[src/rtl/forward_ctrl_pkg.sv]
// Shared constants for the EXE operand-forwarding controller: select encodings,
// the hard-wired zero register and the stall FSM state type.
package forward_ctrl_pkg;

  localparam logic [1:0] SEL_OPERAND = 2'd0;
  localparam logic [1:0] SEL_EXMEM   = 2'd1;
  localparam logic [1:0] SEL_MEMWB   = 2'd2;

  localparam logic [4:0] REG_ZERO    = 5'd0;

  typedef enum logic {
    RUN   = 1'b0,
    STALL = 1'b1
  } fwd_state_e;

endpackage

[src/rtl/forward_ctrl_match.sv]
// Combinational forwarding match for one source operand against the EX and MEM
// shadow slots; also flags a hit on a load sitting in EX (load-use hazard).
module fwd_match
  import forward_ctrl_pkg::*;
#(
  parameter int REG_AW    = 5,
  parameter int NUM_SEL_W = 2
) (
  input  logic                 use_i,
  input  logic [REG_AW-1:0]    src_i,
  input  logic                 ex_valid_i,
  input  logic                 ex_reg_write_i,
  input  logic                 ex_mem_read_i,
  input  logic [REG_AW-1:0]    ex_write_reg_i,
  input  logic                 mem_valid_i,
  input  logic                 mem_reg_write_i,
  input  logic [REG_AW-1:0]    mem_write_reg_i,
  output logic [NUM_SEL_W-1:0] sel_o,
  output logic                 load_hit_o
);

  logic src_nz_s;
  logic ex_hit_s;
  logic mem_hit_s;

  // $0 is never forwarded; the nearer (EX) producer wins over MEM
  always_comb begin
    src_nz_s   = (src_i != REG_AW'(REG_ZERO));
    ex_hit_s   = use_i & src_nz_s & ex_valid_i & ex_reg_write_i & (ex_write_reg_i == src_i);
    mem_hit_s  = use_i & src_nz_s & mem_valid_i & mem_reg_write_i & (mem_write_reg_i == src_i);
    load_hit_o = ex_hit_s & ex_mem_read_i;
    if (ex_hit_s && !ex_mem_read_i) begin
      sel_o = NUM_SEL_W'(SEL_EXMEM);
    end else if (mem_hit_s) begin
      sel_o = NUM_SEL_W'(SEL_MEMWB);
    end else begin
      sel_o = NUM_SEL_W'(SEL_OPERAND);
    end
  end

endmodule

[src/rtl/forward_ctrl.sv]
// ID->EXE forwarding controller: shadow EX/MEM slots, registered select codes,
// one-cycle load-use stall. Optional statistics counters under `FWD_STATS_EN.
module forward_ctrl
  import forward_ctrl_pkg::*;
#(
  parameter int REG_AW    = 5,
  parameter int NUM_SEL_W = 2,
  parameter int CNT_W     = 32
) (
  input  logic                 CLK,
  input  logic                 RESET,
  input  logic                 ID_Valid_IN,
  input  logic [REG_AW-1:0]    ID_RegA_IN,
  input  logic [REG_AW-1:0]    ID_RegB_IN,
  input  logic                 ID_UsesA_IN,
  input  logic                 ID_UsesB_IN,
  input  logic                 ID_StoreData_IN,
  input  logic [REG_AW-1:0]    ID_WriteReg_IN,
  input  logic                 ID_RegWrite_IN,
  input  logic                 ID_MemRead_IN,
  input  logic                 Pipe_Stall_IN,
  input  logic                 Flush_IN,
  output logic [NUM_SEL_W-1:0] RegA_Select_OUT,
  output logic [NUM_SEL_W-1:0] RegB_Select_OUT,
  output logic [NUM_SEL_W-1:0] MEM_Data_select_OUT,
  output logic                 Stall_ID_OUT,
  output logic                 Bubble_OUT
`ifdef FWD_STATS_EN
  ,
  output logic [CNT_W-1:0]     Stall_Count_OUT,
  output logic [CNT_W-1:0]     Fwd_Count_OUT
`endif
);

  fwd_state_e          state_q;
  logic                ex_valid_q, ex_reg_write_q, ex_mem_read_q;
  logic [REG_AW-1:0]   ex_write_reg_q;
  logic                mem_valid_q, mem_reg_write_q;
  logic [REG_AW-1:0]   mem_write_reg_q;

  logic [NUM_SEL_W-1:0] sel_a_s, sel_b_s, sel_m_s;
  logic                 lhit_a_s, lhit_b_s, lhit_m_s;
  logic                 hazard_s, advance_s, enter_s;

  fwd_match #(.REG_AW(REG_AW), .NUM_SEL_W(NUM_SEL_W)) u_match_a (
    .use_i(ID_Valid_IN & ID_UsesA_IN), .src_i(ID_RegA_IN),
    .ex_valid_i(ex_valid_q), .ex_reg_write_i(ex_reg_write_q),
    .ex_mem_read_i(ex_mem_read_q), .ex_write_reg_i(ex_write_reg_q),
    .mem_valid_i(mem_valid_q), .mem_reg_write_i(mem_reg_write_q),
    .mem_write_reg_i(mem_write_reg_q), .sel_o(sel_a_s), .load_hit_o(lhit_a_s)
  );

  fwd_match #(.REG_AW(REG_AW), .NUM_SEL_W(NUM_SEL_W)) u_match_b (
    .use_i(ID_Valid_IN & ID_UsesB_IN), .src_i(ID_RegB_IN),
    .ex_valid_i(ex_valid_q), .ex_reg_write_i(ex_reg_write_q),
    .ex_mem_read_i(ex_mem_read_q), .ex_write_reg_i(ex_write_reg_q),
    .mem_valid_i(mem_valid_q), .mem_reg_write_i(mem_reg_write_q),
    .mem_write_reg_i(mem_write_reg_q), .sel_o(sel_b_s), .load_hit_o(lhit_b_s)
  );

  fwd_match #(.REG_AW(REG_AW), .NUM_SEL_W(NUM_SEL_W)) u_match_m (
    .use_i(ID_Valid_IN & ID_StoreData_IN), .src_i(ID_RegB_IN),
    .ex_valid_i(ex_valid_q), .ex_reg_write_i(ex_reg_write_q),
    .ex_mem_read_i(ex_mem_read_q), .ex_write_reg_i(ex_write_reg_q),
    .mem_valid_i(mem_valid_q), .mem_reg_write_i(mem_reg_write_q),
    .mem_write_reg_i(mem_write_reg_q), .sel_o(sel_m_s), .load_hit_o(lhit_m_s)
  );

  // In STALL the load has moved to MEM, so no second stall is raised for it
  always_comb begin
    hazard_s     = ID_Valid_IN & (state_q == RUN) & (lhit_a_s | lhit_b_s | lhit_m_s);
    Stall_ID_OUT = hazard_s & ~Flush_IN;
    advance_s    = ~Pipe_Stall_IN;
    enter_s      = advance_s & ~Flush_IN & ~hazard_s;
  end

  // Shadow slots, stall FSM and registered select outputs
  always_ff @(posedge CLK or negedge RESET) begin
    if (!RESET) begin
      state_q             <= RUN;
      ex_valid_q          <= 1'b0;
      ex_reg_write_q      <= 1'b0;
      ex_mem_read_q       <= 1'b0;
      ex_write_reg_q      <= '0;
      mem_valid_q         <= 1'b0;
      mem_reg_write_q     <= 1'b0;
      mem_write_reg_q     <= '0;
      RegA_Select_OUT     <= '0;
      RegB_Select_OUT     <= '0;
      MEM_Data_select_OUT <= '0;
      Bubble_OUT          <= 1'b0;
    end else if (advance_s) begin
      mem_valid_q     <= ex_valid_q;
      mem_reg_write_q <= ex_reg_write_q;
      mem_write_reg_q <= ex_write_reg_q;
      if (enter_s) begin
        state_q             <= RUN;
        ex_valid_q          <= ID_Valid_IN;
        ex_reg_write_q      <= ID_Valid_IN & ID_RegWrite_IN;
        ex_mem_read_q       <= ID_Valid_IN & ID_MemRead_IN;
        ex_write_reg_q      <= ID_WriteReg_IN;
        RegA_Select_OUT     <= sel_a_s;
        RegB_Select_OUT     <= sel_b_s;
        MEM_Data_select_OUT <= sel_m_s;
        Bubble_OUT          <= ~ID_Valid_IN;
      end else begin
        // flush or load-use: a bubble enters EXE; flush always lands in RUN
        state_q             <= Flush_IN ? RUN : STALL;
        ex_valid_q          <= 1'b0;
        ex_reg_write_q      <= 1'b0;
        ex_mem_read_q       <= 1'b0;
        ex_write_reg_q      <= '0;
        RegA_Select_OUT     <= '0;
        RegB_Select_OUT     <= '0;
        MEM_Data_select_OUT <= '0;
        Bubble_OUT          <= 1'b1;
      end
    end else begin
      state_q <= state_q;
    end
  end

`ifdef FWD_STATS_EN
  logic stall_evt_s, fwd_evt_s;

  always_comb begin
    stall_evt_s = advance_s & ~Flush_IN & hazard_s;
    fwd_evt_s   = enter_s & ((sel_a_s | sel_b_s | sel_m_s) != '0);
  end

  // Saturating event counters, frozen together with the pipeline
  always_ff @(posedge CLK or negedge RESET) begin
    if (!RESET) begin
      Stall_Count_OUT <= '0;
      Fwd_Count_OUT   <= '0;
    end else begin
      if (stall_evt_s && (Stall_Count_OUT != '1)) begin
        Stall_Count_OUT <= Stall_Count_OUT + CNT_W'(1);
      end else begin
        Stall_Count_OUT <= Stall_Count_OUT;
      end
      if (fwd_evt_s && (Fwd_Count_OUT != '1)) begin
        Fwd_Count_OUT <= Fwd_Count_OUT + CNT_W'(1);
      end else begin
        Fwd_Count_OUT <= Fwd_Count_OUT;
      end
    end
  end
`endif

endmodule

[config.mk]
export PLATFORM = sky130hd
export DESIGN_NAME = forward_ctrl
export DESIGN_NICKNAME = d
export VERILOG_FILES = /design/src/rtl/forward_ctrl_pkg.sv /design/src/rtl/forward_ctrl_match.sv /design/src/rtl/forward_ctrl.sv
export SDC_FILE = /design/constraint.sdc
export NUM_CORES = 1
export LEC_CHECK = 0
export CAP_MARGIN = 25
export CORE_MARGIN = 2
export CORE_UTILIZATION = 42
export DETAILED_ROUTE_END_ITERATION = 10
export DONT_BUFFER_PORTS = 1
export GPL_ROUTABILITY_DRIVEN = 0
export GPL_TIMING_DRIVEN = 0
export REMOVE_ABC_BUFFERS = 1
export SKIP_CTS_REPAIR_TIMING = 1
export SLEW_MARGIN = 10
export SYNTH_ARGS = -nofsm -noshare
export SYNTH_HDL_FRONTEND = slang
export SYNTH_HIERARCHICAL = 1
export SYNTH_SLANG_ARGS = --single-unit
[constraint.sdc]
create_clock -name CLK -period 5.7 [get_ports CLK]
set_clock_uncertainty 0.15 [all_clocks]
set_input_delay 0.57 -clock CLK [delete_from_list [all_inputs] [get_ports CLK]]
set_output_delay 0.57 -clock CLK [all_outputs]
set_load 0.005 [all_outputs]
==> metrics.yaml <==
run_status:
  status: "complete, no violations"
critical_path:
  path_cells: "o2111ai_1 -> nor3_1 -> or3_4 -> and2_4 -> nor2b_1"
  start_kind: "register"
  cp-end-kind: "output port"
  crit_type: "reg2out"
  cpPeakStageDelay_ns: 0.53
  worstPathMaxFanout: 8
  cp.arrival_ns: 2.10
  crit_buf_inv: 0
  required_ns: 4.98
  cp_top_family: "simple AND/OR/NAND/NOR gates"
  critPathSlowestCell: "dfrtp_1"
drt:
  drt_iter0_markers: 51
  ant_nets: 0
  wire_per_inst_um: 16.8
  vias_per_cell: 5.74
  routed-via-count: 1130
  totalWireLength_mm: 3.31
  firstDrtPassIters: 6
  drc: 0
global_routing:
  met3_usage_pct: 3.87
  antenna_found_initial: 0
  grt_max_degree: 38
  grt_busiest_layer: "met2"
  grtUsageMet2_pct: 30.3
  track_usage_pct: 17.2
  grt-ovfl-total: 0
  grt_pass1_wl_mm: 5.47
  use_met1_pct: 19.9
  grt_pass1_vias: 1184
sta:
  fin_setup_tns_ns: 0
  setup_viol_count_final: 0
  fin_ws_ns: 2.88
  period_minus_slack_ns: 2.82
  maxSlewHeadroom_pct: 63.3
  rsz0062_at_grt: "no"
  drv_slew: 0
  hold_viol_final: 0
  finalCritPeriodShare_pct: 49.5
  max_slew.worst_pin.slew_ns: 0.551
  fmax_ghz: 0.354
pwr:
  netSwitchingFraction_pct: 29.1
  p_leak_uw: 0.000584
  power_density_nw_per_um2: 207
  power_frac_seq_pct: 57.9
  p_comb_share_pct: 18.1
  p_clk_share_pct: 24.0
  internal-power_uw: 233
  irDropWorstVdd_mv: 0.0826
  p_sw_uw: 95.4
final_layout:
  fillers: 316
  drive_gt1_share_pct: 15.9
  stdcell_count: 197
  mostFrequentLayoutCell: "xnor2_1"
  design_area_um2: 1590
  final_cell_mix: "24 x xnor2_1, 23 x dfrtp_1, 13 x nor2b_1, 12 x a22o_1, 9 x nand2_1"
  diodes: 0
  fin_nets: 177
  area_growth_syn_to_layout_pct: 5.57
synth:
  synth_area_per_cell_um2: 10.0
  synthCells: 150
  ys_ff_latch: 23
  yosys-top-cells-area: "dfrtp_1 38%, xnor2_1 14%, a22o_1 7.0%, nor2b_1 5.4%, mux2_2 5.2%"
  yosysWarningCount: 6
  synth_top_area_share_pct: 38.2
  synth_cell_types: 27
  synth_area_um2: 1510
  yosysSeqAreaShare_pct: 38.2
  yosysTopAreaCell: "dfrtp_1"
placement:
  dpl_cell_area_um2: 1530
  dpl.hpwl_mm: 2.48
  dp_cells: 191
  dpl_worst_slack_ns: 3.22
  io_buffers: 0
clocking:
  numCtsBuffers: 3
  cts_tree: "yes"
  cts.path.max_buffers: 2
  clk_pin_slew_ns: 0.13
  clkSinkCount: 23
  cts-root-buf: "clkbuf_4"
  htreeDepth: 1
  clkLatencyLatePin_ns: 0.31
job:
  cap_violations: 0
floorplanning:
  die_h_um: 63.9
  initial_core_util_pct: 44.4
  dieArea_um2: 4080
  num_io_pins: 33
  core-area_um2: 3390
  rows: 21
  fp.dieW_um: 63.9
worst_hold_path:
  hold_class: "in2reg"
-- Yosys cell counts --
cell       count
o41a_1         3
nand4_1        6
inv_2          3
nor4_1         3
or3_4          1
nand2b_1       2
xor2_1         3
nor2_1         4
o31a_1         1
a21oi_2        4
and2_1         3
nor3b_1        3
o21ai_0        2
nand2_1        9
o2111ai_1      3
mux2_2         7
xnor2_1       24
buf_2          4
buf_6          1
nor3_1         6
nand3_1        5
nand3_2        3
o31ai_1        1
dfrtp_1       23
nor2b_1       13
and2_4         1
a22o_1        12
-- power by group through the flow --
stage / logic [µW] / clock network (µW) / registers [µW]
floorplan: 47.3 / 0 / 188
global placement: 51.4 / 0 / 192
detailed placement: 53.9 / 0 / 193
CTS: 54.2 / 80.8 / 190
global route: 65.7 / 88.7 / 192
finish: 59.5 / 78.7 / 190
-- final timing paths --
| check | start | end | slack (ns) | cells past startpoint |
|---|---|---|---|---|
| setup / recovery | ex_write_reg_q[2]$_DFFE_PN0N_ | Stall_ID_OUT | 2.88 | 5 |
| hold / removal | Pipe_Stall_IN | ex_valid_q$_DFFE_PN0N_ | 0.19 | 1 |
| min in group asynchronous | RESET | RegB_Select_OUT[1]$_DFFE_PN0N_ | 0.52 | 2 |
| setup reg to reg | ex_write_reg_q[2]$_DFFE_PN0N_ | RegA_Select_OUT[1]$_DFFE_PN0N_ | 3.37 | 5 |
| hold reg to reg | state_q$_DFFE_PN0N_ | state_q$_DFFE_PN0N_ | 0.39 | 1 |
| max in group asynchronous | RESET | mem_write_reg_q[1]$_DFFE_PN0N_ | 4.74 | 2 |
-- worst reg2reg max path, stage by stage (launching register included) --
cell       delay, ns
dfrtp_1         0.53
o2111ai_1       0.42
nor3_1          0.10
or3_4           0.41
a21oi_2         0.46
a22o_1          0.21
-- per-stage QoR --
step                hold slack (ns)  util (%)  power (µW)
global route                  0.162      46.9         347
finish                        0.189      46.9         328
CTS                          -0.229      46.0         325
floorplan                     0.124         -         236
global placement              0.125      45.2         244
detailed placement            0.125      45.2         247
-- routing by layer --
layer	vias up	part of all wire, %
met2	36	50
met4	0	2.7
met5	-	0
met3	8	5.8
li1	542	-
met1	544	41
-- cell families (layout without fill, tap and decap cells) --
group | count (synthesis) | count (layout) | synth area share (%)
AOI/OAI and AO/OA | 26 | 26 | 15.0
xor gates and xnor gates | 27 | 27 | 15.7
buffers and inverters | 8 | 9 | 2.83
DFF | 23 | 23 | 38.2
muxes | 7 | 7 | 5.24
and+or+nand+nor | 59 | 59 | 22.9
-- layout make-up --
type                            count  area (µm²)  share of cell area [%]
Clock buffer                        3        22.5                    1.42
Clock inverter                      1        5.00                   0.315
Inverter                            3        11.3                   0.709
Multi-Input combinational cell    119         887                    55.8
Sequential cell                    23         576                    36.2
Tap cell                           46        57.6                    3.62
Timing Repair Buffer                2        30.0                    1.89
-- flip-flops by register name, indices dropped and copies added (netlist names) --
| signal | count |
|---|---|
| Bubble_OUT | 1 |
| MEM_Data_select_OUT | 2 |
| RegA_Select_OUT | 2 |
| RegB_Select_OUT | 2 |
| ex_mem_read_q | 1 |
| ex_reg_write_q | 1 |
| ex_valid_q | 1 |
| ex_write_reg_q | 5 |
| mem_reg_write_q | 1 |
| mem_valid_q | 1 |
| mem_write_reg_q | 5 |
| state_q | 1 |
Power figures use the tool's default switching activity.
